**src/rtl/act_feeder.sv**
```systemverilog
// Activation loader ahead of the SHIFT skew buffer: issues sequential buffer
// reads, packs SRAM words into WIDTH-lane rows, and tags the tile's last row.
module act_feeder #(
    parameter int DATA_WIDTH = 8,
    parameter int WIDTH      = 32,
    parameter int SRAM_WIDTH = 128,
    parameter int ADDR_WIDTH = 16,
    parameter int NUM_WIDTH  = 16,
    parameter int MAX_OUT    = 4
) (
    input  logic                        clk,
    input  logic                        rst_n,
    input  logic                        Rst,
    input  logic                        cfg_vld,
    output logic                        cfg_rdy,
    input  logic [ADDR_WIDTH-1:0]       cfg_base_addr,
    input  logic [NUM_WIDTH-1:0]        cfg_num,
    output logic [ADDR_WIDTH-1:0]       rdaddr,
    output logic                        rdaddr_vld,
    input  logic                        rdaddr_rdy,
    input  logic [SRAM_WIDTH-1:0]       rddat,
    input  logic                        rddat_vld,
    output logic                        rddat_rdy,
    output logic [WIDTH*DATA_WIDTH-1:0] feed_dout,
    output logic                        feed_dout_vld,
    output logic                        feed_dout_last,
    input  logic                        feed_dout_rdy,
    output logic                        busy
);

    localparam int ROW_W  = WIDTH * DATA_WIDTH;
    localparam int WPR    = ROW_W / SRAM_WIDTH;
    localparam int WIDX_W = (WPR > 1) ? $clog2(WPR) : 1;
    localparam int CNT_W  = NUM_WIDTH + $clog2(WPR);
    localparam int OUT_W  = $clog2(MAX_OUT + 1);

    localparam logic [WIDX_W-1:0] W_LAST    = WIDX_W'(WPR - 1);
    localparam logic [CNT_W-1:0]  WPR_C     = CNT_W'(WPR);
    localparam logic [OUT_W-1:0]  MAX_OUT_C = OUT_W'(MAX_OUT);

    typedef enum logic [1:0] {IDLE, RUN, DONE} state_e;

    state_e                 state_q, state_d;
    logic [NUM_WIDTH-1:0]   num_q, num_d;
    logic [ADDR_WIDTH-1:0]  rdaddr_q, rdaddr_d;
    logic [CNT_W-1:0]       req_cnt_q, req_cnt_d;
    logic [OUT_W-1:0]       out_cnt_q, out_cnt_d;
    logic [WIDX_W-1:0]      w_q, w_d;
    logic [NUM_WIDTH-1:0]   row_cnt_q, row_cnt_d;
    logic [ROW_W-1:0]       dout_q, dout_d;
    logic                   dout_vld_q, dout_vld_d;
    logic                   dout_last_q, dout_last_d;
    logic [ROW_W-1:0]       pack_q;
    logic [ROW_W-1:0]       row_next;

    logic [CNT_W-1:0] total_words;
    logic             addr_hs, data_hs, pop, word_last, load;

    assign total_words = CNT_W'(num_q) * WPR_C;
    assign word_last   = (w_q == W_LAST);
    assign addr_hs     = rdaddr_vld && rdaddr_rdy;
    assign data_hs     = rddat_vld && rddat_rdy;
    assign pop         = dout_vld_q && feed_dout_rdy;
    assign load        = data_hs && word_last;

    assign cfg_rdy    = (state_q == IDLE);
    assign busy       = (state_q != IDLE);
    assign rdaddr_vld = (state_q == RUN) && (req_cnt_q < total_words) && (out_cnt_q < MAX_OUT_C);
    // The closing word of a row waits only while the previous row is still blocked.
    assign rddat_rdy  = (state_q == RUN) && !(word_last && dout_vld_q && !feed_dout_rdy);

    assign rdaddr         = rdaddr_q;
    assign feed_dout      = dout_q;
    assign feed_dout_vld  = dout_vld_q;
    assign feed_dout_last = dout_last_q;

    always_comb begin
        // NOTE: every next-state starts from its current value so no path can infer a latch.
        state_d     = state_q;
        num_d       = num_q;
        rdaddr_d    = rdaddr_q;
        req_cnt_d   = req_cnt_q;
        out_cnt_d   = out_cnt_q;
        w_d         = w_q;
        row_cnt_d   = row_cnt_q;
        dout_d      = dout_q;
        dout_vld_d  = dout_vld_q;
        dout_last_d = dout_last_q;
        row_next    = pack_q;
        row_next[ROW_W-SRAM_WIDTH +: SRAM_WIDTH] = rddat;

        case (state_q)
            IDLE: begin
                if (cfg_vld) begin
                    num_d       = cfg_num;
                    rdaddr_d    = cfg_base_addr;
                    req_cnt_d   = '0;
                    out_cnt_d   = '0;
                    w_d         = '0;
                    row_cnt_d   = '0;
                    dout_vld_d  = 1'b0;
                    dout_last_d = 1'b0;
                    state_d     = (cfg_num == '0) ? DONE : RUN;
                end
            end
            RUN: begin
                if (addr_hs) begin
                    req_cnt_d = req_cnt_q + CNT_W'(1);
                    rdaddr_d  = rdaddr_q + ADDR_WIDTH'(1);
                end
                if (addr_hs && !data_hs) out_cnt_d = out_cnt_q + OUT_W'(1);
                if (!addr_hs && data_hs) out_cnt_d = out_cnt_q - OUT_W'(1);
                if (data_hs) w_d = word_last ? '0 : w_q + WIDX_W'(1);
                if (pop) dout_vld_d = 1'b0;
                if (load) begin
                    dout_d      = row_next;
                    dout_vld_d  = 1'b1;
                    dout_last_d = (row_cnt_q == num_q - NUM_WIDTH'(1));
                    row_cnt_d   = row_cnt_q + NUM_WIDTH'(1);
                end
                if (pop && dout_last_q) state_d = DONE;
            end
            DONE:    state_d = IDLE;
            default: state_d = IDLE;
        endcase

        if (Rst) begin
            state_d     = IDLE;
            num_d       = '0;
            rdaddr_d    = '0;
            req_cnt_d   = '0;
            out_cnt_d   = '0;
            w_d         = '0;
            row_cnt_d   = '0;
            dout_d      = '0;
            dout_vld_d  = 1'b0;
            dout_last_d = 1'b0;
        end
    end

    // NOTE: sequential state uses non-blocking assignments so all registers update together.
    always_ff @(posedge clk or negedge rst_n) begin
        if (!rst_n) begin
            state_q     <= IDLE;
            num_q       <= '0;
            rdaddr_q    <= '0;
            req_cnt_q   <= '0;
            out_cnt_q   <= '0;
            w_q         <= '0;
            row_cnt_q   <= '0;
            dout_q      <= '0;
            dout_vld_q  <= 1'b0;
            dout_last_q <= 1'b0;
        end else begin
            state_q     <= state_d;
            num_q       <= num_d;
            rdaddr_q    <= rdaddr_d;
            req_cnt_q   <= req_cnt_d;
            out_cnt_q   <= out_cnt_d;
            w_q         <= w_d;
            row_cnt_q   <= row_cnt_d;
            dout_q      <= dout_d;
            dout_vld_q  <= dout_vld_d;
            dout_last_q <= dout_last_d;
        end
    end

    // NOTE: the packing buffer is not reset; the word index alone decides which slots are valid.
    always_ff @(posedge clk) begin
        if (data_hs && !word_last) pack_q[w_q*SRAM_WIDTH +: SRAM_WIDTH] <= rddat;
    end

endmodule

```
**config.mk**
```make
export PLATFORM = sky130hd
export DESIGN_NAME = act_feeder
export DESIGN_NICKNAME = d
export VERILOG_FILES = /design/src/rtl/act_feeder.sv
export SDC_FILE = /design/constraint.sdc
export NUM_CORES = 1
export LEC_CHECK = 0
export ABC_AREA = 1
export ABC_CLOCK_PERIOD_IN_PS = 6500
export BUFFER_PORTS_ARGS = -buffer_cell sky130_fd_sc_hd__buf_2
export CAP_MARGIN = 40
export CORE_MARGIN = 3
export CORE_UTILIZATION = 49
export DETAILED_ROUTE_END_ITERATION = 6
export PLACE_DENSITY = 0.76
export SLEW_MARGIN = 20
export SYNTH_ARGS = -nofsm -noshare
export SYNTH_HDL_FRONTEND = slang
export SYNTH_SLANG_ARGS = --single-unit
```
**constraint.sdc**
```tcl
create_clock -name clk -period 6.5 [get_ports clk]
set_input_delay 0.325 -clock clk [delete_from_list [all_inputs] [get_ports clk]]
set_output_delay 0.325 -clock clk [all_outputs]
set_load 0.1 [all_outputs]
```
==> metrics.md, run 1 <==
| Metric | Value |
|---|---|
| Status | completed |
| DR vias | ~17000 |
| Gr usage total | about 26% |
| Worst slew margin | between 20% and 30% |
| Share of cells above drive strength 1 | 21.6% |
| Die Area | 43300 µm² |
| DR WL/cell | between 15 and 20 µm |
| Worst-margin pin slew | between 1 and 1.5 ns |
| Crit end category | flip-flop |
| LEAKAGE | between 10 and 15 nW |
| Placer Congestion | a little over 0.9 |
| Setup CP Type | reg2reg |
| Gate Count Post-Synth | 2143 |
| Final min period | about 4 ns |
| Cell Count Post-Placement | about 3000 |
| Starting Density | between 50% and 60% |
| Netlist Area Pre-Place | between 20000 and 25000 µm² |
| First-pass GRT wire length | between 90 and 100 mm |
| Peak per-stage delay on the critical path | 0.55 ns |
| Largest net degree at the start of global routing | 258 |
| # nets final | about 2700 |
| Post-route ant nets | 0 |
| WL final | ~58 mm |
| Die Y | about 210 µm |
| Worst-Skew Late Latency | 0.58 ns |
| Synth Flop Type | dfrtp_1 |
| Fillers | 3300 |
| Final worst path period share | 61.1% |
| Final hold vios | 0 |
| Final setup viols | 0 |
| P per Cell Area | 336 nW/µm² |
| Area growth, synth to finish | 22.2% |
| # diodes | 0 |
| Fmax achieved | between 0.2 and 0.3 GHz |
| Synth unique cells | 46 |
| Drt first-iter violations | between 1500 and 2000 |
| Clk buf depth | 3 |
| GRT overflow | 0 |
| Rows | 73 |
| CTS tree | done |
| H-tree levels | 2 |
| Crit start category | flip-flop |
| Critical Path, Cell by Cell | nand2_2 > clkinv_2 > nand4_4 > buf_12 > buf_16 > nand2_4 > buf_4 > nand3_1 > nand2_1 |
| Number of vias per cell | ~5.5 |
| Max Slew Vio Count | 0 |
| Finished Layout Cells | ~3100 |
| Max-cap violations | 0 |
| Most frequent cells in the layout | nand3_1 (460), buf_2 (443), dfrtp_1 (328), nand2_1 (325), inv_1 (214) |
| Critical path required time | approximately 7.0 ns |
| Synthesized area per cell | between 9 and 10 µm² |
| RSZ-0062 raised after global routing | no |
| Worst path slowest cell | nand2_4 |
| Post-route setup TNS | 0 ns |
| Synth warnings | 0 |
| Post-CTS Hold Buffers | 27 |
| # resized after CTS | 0 |
| First-pass DRT Iterations | 6 |
| EDFF count, synth | roughly 130 |
| Core footprint | roughly 40000 µm² |
| Clock slew at reported path FFs | around 0.060 ns |
| Max FO, Critical Path | 177 |
| Drt drc | 0 |
| Die width | between 200 and 250 µm |
| Maximum VDD drop | 0.244 mV |
| Sequential share of the synthesized area | roughly three fifths |
| Ys async rst share | around 70% |
| DP HPWL | 38.3 mm |
| IO Port Bufs | roughly 440 |
| Worst Path Arrival | about 4.4 ns |
| Min-Delay Path Class | in2reg |
| Most common cell after layout, fill and taps aside | nand3_1 |
| Vias in the first global route | approximately 17000 |
| Clock sinks | around 460 |
| Cts bufs inserted | 49 |
| Initial antenna violation count | 0 |
| Ports | 445 |
| Total power | slightly above 8 mW |
| Yosys reg bits | ~460 |
| Setup bufs post-CTS | 0 |
| Synthesized net count | 2331 |
| Root buffer cell | clkbuf_16 |
| Clk_skew | roughly 0.023 ns |
## cell usage after synthesis, types with 4 or more instances
cell        n  share of area, %
o21ai_1   106               2.7
nand2_1   326               6.1
nor3_1     22              0.55
o21ai_0    51               1.3
buf_2      24              0.60
ha_1       20               1.3
buf_1      21              0.39
a211oi_1    5              0.19
xor2_1     25               1.1
inv_1     214               4.0
nor2_1    202               3.8
edfxtp_1  128                19
inv_2       7              0.13
buf_6      15              0.84
xnor2_1     8              0.35
nor2_2      4              0.12
dfrtp_1   329                41
nand3_1   460                12
clkbuf_1   76               1.4
a31oi_1     4              0.12
nand4_1    21              0.66
o22ai_1    17              0.53
nor4_1      8              0.25
a21oi_1    19              0.47
## cell families (layout without fill, tap and decap cells)
logic type / after synthesis / after routing / share of synthesized area [%]
AOI/OAI and AO/OA: 212 / 212 / 5.64
xor gates and xnor gates: 34 / 34 / 1.56
adders and majority gates: 21 / 21 / 1.35
buffers and inverters: 361 / 808 / 7.49
DFF: 457 / 457 / 60.3
and+or+nand+nor: 1058 / 1058 / 23.6
## stage by stage
stage	area [µm²]	hold WS [ns]	worst slack, ns	utilization (%)
final	24500	0.0235	2.53	61.2
after global routing	24500	0.0148	2.29	61.2
after CTS	24400	0.000246	2.66	61.0
after detailed placement	22600	0.372	2.68	56.4
after global placement	22400	0.371	2.31	56.0
after floorplan	20000	0.0294	1.24	-
## registers in the layout, indices dropped and copies added (netlist names), 2 cells and up
signal	flops
rdaddr	16
state_q	2
req_cnt_q	17
pack_q	128
num_q	16
row_cnt_q	16
feed_dout	256
out_cnt_q	3
## worst max-delay path: cells and delay by family, from the launching register on
kind | cells | cell delay (ns)
DFF | 1 | 0.42
buffers and inverters | 4 | 1.75
and+or+nand+nor | 5 | 1.38
## cell type report
cell class | count | area [µm²] | share of cell area [%]
multi-input combinational | 1325 | 6460 | 26.4
sequential | 457 | 12100 | 49.4
clock buffer | 75 | 1410 | 5.74
tap | 525 | 657 | 2.68
timing repair buffer | 493 | 2860 | 11.7
inverter | 225 | 853 | 3.49
clock inverter | 15 | 153 | 0.624
## power by group
group	total [mW]	switching [mW]	internal [mW]
logic	2.15	1.80	0.353
clock network	2.72	1.15	1.57
registers	3.35	0.150	3.20
## metal layers
layer  GRT usage [%]  vias to the layer above  share of wire [%]  routed length [µm]
met5               0                        -                  0                   0
met2            41.4                      777                 48               27400
li1                -                     7933                  -                   -
met3            4.86                      128                7.5                4340
met4            10.8                        0                4.1                2360
met1            34.8                     8188                 41               23500
## worst paths after layout
kind                                         from                          to  slack (ns)  cells past startpoint
max                        state_q[0]$_DFFE_PN0P_   feed_dout[97]$_DFFE_PN0P_        2.53                      9
min                                     rddat[71]  feed_dout[199]$_DFFE_PN0P_        0.02                      3
max reg2reg                state_q[0]$_DFFE_PN0P_   feed_dout[97]$_DFFE_PN0P_        2.53                      9
min reg2reg                  pack_q[40]$_DFFE_PP_   feed_dout[40]$_DFFE_PN0P_        0.46                      2
max in group asynchronous                   rst_n   feed_dout[76]$_DFFE_PN0P_        4.61                      3
min in group asynchronous                   rst_n  feed_dout[196]$_DFFE_PN0P_        0.29                      2
Power figures use the tool's default switching activity.
==> run 2, diff against run 1 <==
--- a/config.mk
+++ b/config.mk
@@ -6,7 +6,7 @@
 export NUM_CORES = 1
 export LEC_CHECK = 0
 export ABC_AREA = 1
-export ABC_CLOCK_PERIOD_IN_PS = 6500
+export ABC_CLOCK_PERIOD_IN_PS = 3400
 export BUFFER_PORTS_ARGS = -buffer_cell sky130_fd_sc_hd__buf_2
 export CAP_MARGIN = 40
 export CORE_MARGIN = 3
==> constraint.sdc (replaced) <==
create_clock -name clk -period 3.4 [get_ports clk]
set_input_delay 0.17 -clock clk [delete_from_list [all_inputs] [get_ports clk]]
set_output_delay 0.17 -clock clk [all_outputs]
set_load 0.1 [all_outputs]
==> run 2 against run 1 <==
  * Power grew 92%
  * Clock power up 89%
  * Worst hold slack improved by 0.0081 ns
  * Largest cell class unchanged
  * Final area rose by 5.5%
  * Final cell count is 4.4% higher
  * Sequential cell count unchanged
  * Global-route usage up 2.4 points
  * First-iteration DRC count shrank 0.94%
  * Die area unchanged
  * Routed wire length up 8.6%
  * Critical path depth shrank 2
==> metrics.md, run 2 (synthesis results as in run 1) <==
| Metric | Value |
|---|---|
| Critical Path, Cell by Cell | inv_1 > ha_1 > a21oi_1 > nand3_1 > a31oi_1 > a21boi_1 > buf_2 |
| Power share of the clock group | between 30% and 40% |
| Die width | about 210 µm |
| DR vias | ~18000 |
| Worst path slowest cell | buf_2 |
| Worst-margin pin slew | ~0.93 ns |
| Clk buf depth | 3 |
| CTS tree | done |
| P per Cell Area | 613 nW/µm² |
| H-tree levels | 2 |
| Crit path buf inv count | 2 |
| Share of cells above drive strength 1 | 21.0% |
| Setup CP Type | reg2out |
| Ports | 445 |
| Clock slew at reported path FFs | approximately 0.060 ns |
| Max FO, Critical Path | 4 |
| Final setup viols | 0 |
| Cts bufs inserted | 46 |
| Post-placement cell area | ~23000 µm² |
| GRT overflow | 0 |
| Starting Density | approximately half |
| Clock sinks | about 460 |
| Root buffer cell | clkbuf_16 |
| Status | completed |
| Max Slew Vio Count | 0 |
| Peak per-stage delay on the critical path | a little under 0.5 ns |
| Total power | about 16 mW |
| Drt drc | 0 |
| Post-route ant nets | 0 |
| DP Worst Slack | 0.835 ns |
| Placer Congestion | about 0.90 |
| Most common cell after layout, fill and taps aside | nand3_1 |
| Final hold vios | 0 |
| Final worst slack | roughly 0.62 ns |
| CP top delay family | compound AO/OA/AOI/OAI gates |
| Maximum VDD drop | around 0.47 mV |
| # nets final | between 2000 and 3000 |
| First-pass GRT wire length | approximately 99 mm |
| Reg-to-reg startpoint | num_q[3]$_DFFE_PN0P_ |
| Min Hold Slack | approximately 0.032 ns |
| LEAKAGE | roughly 13 nW |
| Largest net degree at the start of global routing | 178 |
| Gr usage total | between 20% and 30% |
| Design area | approximately 26000 µm² |
| Fillers | approximately 3000 |
| IO Port Bufs | between 400 and 500 |
| R2r setup slk | ~0.74 ns |
| Core footprint | ~40000 µm² |
| Sw Share | 37.7% |
| Fmax achieved | 0.359 GHz |
| Initial antenna violation count | 3 |
| Max FFs per register | roughly 260 |
| Setup bufs post-CTS | 0 |
| Logic pwr share | between 20% and 30% |
| DP HPWL | roughly 38 mm |
| DR WL/cell | between 15 and 20 µm |
| Worst-Skew Late Latency | slightly below 0.6 ns |
| Rows | 73 |
| Number of vias per cell | about 5.6 |
| RSZ-0062 raised after global routing | no |
| Min-Delay Path Depth | 5 |
| Worst r2r dst | out_cnt_q[2]$_DFFE_PN0P_ |
| Crit start category | flip-flop |
| Post-route setup TNS | 0 ns |
| WL final | about 63 mm |
| Min-delay src | cfg_base_addr[10] |
| Final worst path period share | between 80% and 90% |
| Crit end category | output pin |
| Pint | 9.86 mW |
| Drt first-iter violations | about 1800 |
| Vias in the first global route | roughly 18000 |
| First-pass DRT Iterations | 6 |
| # resized after CTS | 0 |
| Critical path required time | 3.23 ns |
| Worst Path Arrival | ~2.6 ns |
| Die Area | roughly 43000 µm² |
| Worst slew margin | between 30% and 40% |
| Area growth, synth to finish | 28.9% |
| Hold EP | rdaddr[10]$_DFFE_PN0P_ |
| Sw Pwr | a little under 6 mW |
| Reg2Reg Depth | 14 |
| Min-Delay Path Class | in2reg |
| Clk_skew | approximately 0.018 ns |
| Max-cap violations | 0 |
| Sequential fraction of design power | 40.4% |
| Die Y | 208 µm |
| Final min period | roughly 2.8 ns |
| Most frequent cells in the layout | nand3_1 (460), buf_2 (443), dfrtp_1 (327), nand2_1 (324), inv_1 (214) |
[run 2: cell count changes in the layout (fill, tap and decap cells not counted), moves of 3 or more]
cell	before	now
buf_12	4	11
buf_16	7	1
buf_4	11	16
clkbuf_1	19	12
clkbuf_16	50	47
diode_2	0	3
dlygate4sd3_1	27	159
[run 2: timing repair]
item / CTS / global route
hold buffers: 159 / 0
hold endpoints to repair: 396 / 0
setup endpoints to repair: 0 / 0
[run 2: routing by layer]
metal | track usage [%] | routed length, µm | up-vias
li1 | - | - | 8208
met1 | 35.2 | 23600 | 8633
met2 | 45.3 | 29800 | 985
met3 | 5.82 | 4800 | 245
met4 | 17.4 | 4340 | 0
met5 | 0 | 0 | -
[run 2: cell type report]
class / instances / area (µm²) / share of cell area [%]
Antenna cell: 3 / 7.51 / 0.0291
Clock buffer: 67 / 1330 / 5.16
Clock inverter: 18 / 198 / 0.766
Inverter: 225 / 853 / 3.31
Multi-Input combinational cell: 1325 / 6480 / 25.1
Sequential cell: 457 / 12100 / 46.8
Tap cell: 525 / 657 / 2.55
Timing Repair Buffer: 631 / 4190 / 16.2
[run 2: worst max-delay path by stage]
stage | startpoint | to | depth (start not counted)
2_1_floorplan | feed_dout_vld$_DFFE_PN0P_ | pack_q[0]$_DFFE_PP_ | 3
3_3_place_gp | num_q[3]$_DFFE_PN0P_ | out_cnt_q[2]$_DFFE_PN0P_ | 16
3_5_place_dp | num_q[3]$_DFFE_PN0P_ | out_cnt_q[2]$_DFFE_PN0P_ | 16
4_1_cts | num_q[15]$_DFFE_PN0P_ | rdaddr_vld | 7
5_1_grt | num_q[3]$_DFFE_PN0P_ | out_cnt_q[2]$_DFFE_PN0P_ | 16
6_report | num_q[15]$_DFFE_PN0P_ | rdaddr_vld | 7
[run 2: power groups by stage]
stage               Sequential [mW]  Clock, mW  Combinational (mW)
floorplan                      8.64          0                1.02
global placement               6.47          0                4.07
detailed placement             6.48          0                4.12
CTS                            6.39       5.21                4.27
global route                   6.44       5.43                4.51
finish                         6.40       5.13                4.30
[run 2: worst reg2reg max path, stage by stage, from the launching register on]
cell and delay (ns):
dfrtp_1 0.40, inv_1 0.12, ha_1 0.33, a21oi_1 0.15, nand2_1 0.07, nand2_1 0.05
nand2_1 0.06, nand2_1 0.06, nand2_1 0.06, nand2_1 0.07, nand3_2 0.08, ha_1 0.25
fa_1 0.39, xor2_1 0.18, o31ai_1 0.28
[run 2: stage by stage]
step | instances | util, %
CTS | 3247 | 64.4
global route | 3250 | 64.5
floorplan | 2143 | -
global placement | 3002 | 56.6
finish | 3251 | 64.5
detailed placement | 3003 | 56.6
==> run 3, diff against run 2 <==
--- a/config.mk
+++ b/config.mk
@@ -6,13 +6,13 @@
 export NUM_CORES = 1
 export LEC_CHECK = 0
 export ABC_AREA = 1
-export ABC_CLOCK_PERIOD_IN_PS = 3400
+export ABC_CLOCK_PERIOD_IN_PS = 2790
 export BUFFER_PORTS_ARGS = -buffer_cell sky130_fd_sc_hd__buf_2
 export CAP_MARGIN = 40
 export CORE_MARGIN = 3
-export CORE_UTILIZATION = 49
+export CORE_UTILIZATION = 55
 export DETAILED_ROUTE_END_ITERATION = 6
-export PLACE_DENSITY = 0.76
+export PLACE_DENSITY = 0.81
 export SLEW_MARGIN = 20
 export SYNTH_ARGS = -nofsm -noshare
 export SYNTH_HDL_FRONTEND = slang
==> constraint.sdc (replaced) <==
create_clock -name clk -period 2.79 [get_ports clk]
set_input_delay 0.1395 -clock clk [delete_from_list [all_inputs] [get_ports clk]]
set_output_delay 0.1395 -clock clk [all_outputs]
set_load 0.1 [all_outputs]
==> run 3 against run 2 <==
  * Routed wire length rose by 4.4%
  * Sequential cell count unchanged
  * Clock power grew 25%
  * Setup slack worse by 0.46 ns
  * Global-route usage rose by 4.8 points
  * Worst hold slack got worse by 0.0048 ns
  * Critical endpoint unchanged
  * Largest cell class unchanged
  * Largest power group unchanged
==> metrics.md, run 3 (synthesis results as in run 1) <==
| Metric | Value |
|---|---|
| Status | completed |
| Drt drc | 0 |
| Max-cap violations | 0 |
| Post-route ant nets | 0 |
| Rows | between 60 and 70 |
| LEAKAGE | 13.2 nW |
| Setup CP Type | reg2out |
| DR vias | about 19000 |
| Cell Count Post-Placement | 2944 |
| Clk buf depth | 3 |
| Final worst path period share | a little over nine tenths |
| Worst-Skew Late Latency | between 0.5 and 0.6 ns |
| RSZ-0062 raised after global routing | no |
| Max FO, Critical Path | 4 |
| Fmax achieved | 0.380 GHz |
| DR WL/cell | ~20 µm |
| Design area | roughly 26000 µm² |
| Max Slew Vio Count | 0 |
| Initial antenna violation count | 0 |
| Total power | 19.5 mW |
| Worst r2r dst | feed_dout[215]$_DFFE_PN0P_ |
| Die width | 197 µm |
| Crit end category | output pin |
| Largest net degree at the start of global routing | approximately 160 |
| R2r setup slk | 0.16 ns |
| Area growth, synth to finish | 29.1% |
| Register cell area after layout | between 10000 and 15000 µm² |
| Worst path slowest cell | clkbuf_4 |
| Min-Delay Path Depth | 5 |
| Reg-to-reg startpoint | w_q$_DFFE_PN0P_ |
| Post-layout util | a little over 70% |
| Peak per-stage delay on the critical path | between 0.3 and 0.4 ns |
| CP top delay family | compound AO/OA/AOI/OAI gates |
| Fillers | 2363 |
| Max FFs per register | about 260 |
| First-pass DRT Iterations | 6 |
| Min-Delay Path Class | in2reg |
| Die Y | just under 200 µm |
| Ports | approximately 450 |
| Vias in the first global route | 18700 |
| First-pass GRT wire length | 101 mm |
| H-tree levels | 2 |
| Core footprint | 35700 µm² |
| Root buffer cell | clkbuf_16 |
| Die Area | around 39000 µm² |
| Finished Layout Cells | between 3000 and 4000 |
| Maximum VDD drop | just over 0.6 mV |
| Crit path buf inv count | 2 |
| GRT overflow | 0 |
| DP HPWL | between 30 and 40 mm |
| Post-placement cell area | ~23000 µm² |
| Reg2Reg Depth | 6 |
| Critical path required time | around 2.7 ns |
| Clock sinks | 457 |
| Final worst slack | between 0.15 and 0.2 ns |
| Critical Path, Cell by Cell | inv_1 > ha_1 > a21oi_1 > nand3_1 > a31oi_1 > a21boi_1 > clkbuf_4 |
| Gr usage total | between 30% and 40% |
| Most frequent cells in the layout | nand3_1 (460), buf_2 (442), dfrtp_1 (327), nand2_1 (324), inv_1 (214) |
| Most common cell after layout, fill and taps aside | nand3_1 |
| Min-delay src | cfg_base_addr[6] |
| # nets final | a little under 3000 |
| Final min period | 2.63 ns |
| CTS tree | done |
| Clock slew at reported path FFs | 0.06 ns |
| Worst-margin pin slew | 0.837 ns |
| Starting Density | 56.0% |
| Worst slew margin | 44.2% |
| P per Cell Area | around 760 nW/µm² |
| WL final | around 65 mm |
| Placer Congestion | between 0.9 and 1 |
| IO Port Bufs | about 440 |
| Cts bufs inserted | between 40 and 50 |
| Min Hold Slack | about 0.027 ns |
| Clk_skew | between 0.02 and 0.025 ns |
| Multi-input logic area | approximately 6500 µm² |
| Hold EP | rdaddr[6]$_DFFE_PN0P_ |
| Final setup viols | 0 |
| Post-route setup TNS | 0 ns |
| Share of cells above drive strength 1 | a little over a fifth |
| Crit start category | flip-flop |
| Drt first-iter violations | around 1800 |
| DP Worst Slack | 0.271 ns |
| Final hold vios | 0 |
| Number of vias per cell | 5.85 |
| Worst Path Arrival | 2.50 ns |
## run 3: timing repair
action / in CTS / in global routing
gates resized for setup: 0 / 1
hold buffers: 164 / 0
endpoints found under the hold margin: 350 / 0
setup endpoints to repair: 0 / 2
setup buffers: 0 / 1
## run 3: how the worst max path moves through the flow
stage | cells past startpoint | startpoint | end
finish | 7 | num_q[15]$_DFFE_PN0P_ | rdaddr_vld
global route | 6 | w_q$_DFFE_PN0P_ | feed_dout[215]$_DFFE_PN0P_
detailed placement | 14 | num_q[3]$_DFFE_PN0P_ | out_cnt_q[2]$_DFFE_PN0P_
floorplan | 3 | feed_dout_vld$_DFFE_PN0P_ | pack_q[0]$_DFFE_PP_
global placement | 16 | num_q[3]$_DFFE_PN0P_ | out_cnt_q[2]$_DFFE_PN0P_
CTS | 7 | num_q[15]$_DFFE_PN0P_ | rdaddr_vld
## run 3: per-layer routing
| metal | track usage, % | vias up | share of wire [%] |
|---|---|---|---|
| li1 | - | 8230 | - |
| met1 | 40.3 | 8882 | 35 |
| met2 | 53.5 | 1273 | 48 |
| met3 | 7.33 | 300 | 9.6 |
| met4 | 20.8 | 0 | 7.4 |
| met5 | 0 | - | 0 |
## run 3: layout make-up
| class | count | area share (%) |
|---|---|---|
| Clock inverter | 18 | 0.925 |
| Clock buffer | 68 | 5.09 |
| Timing Repair Buffer | 641 | 16.6 |
| Tap cell | 461 | 2.23 |
| Inverter | 225 | 3.30 |
| Sequential cell | 457 | 46.8 |
| Multi-Input combinational cell | 1325 | 25.1 |
| Antenna cell | 1 | 0.00968 |
## run 3: power by group
group	leakage [nW]	internal [mW]	switching (mW)
sequential	5.58	7.46	0.366
combinational	6.85	0.976	4.31
clock	0.751	3.75	2.68
total	13.2	12.2	7.36
## run 3: worst min-delay path, cell delays in order
cell and delay [ns]:
buf_2 0.07, o21ai_0 0.10, nor2_1 0.12, nand2_1 0.07, nand2_1 0.05
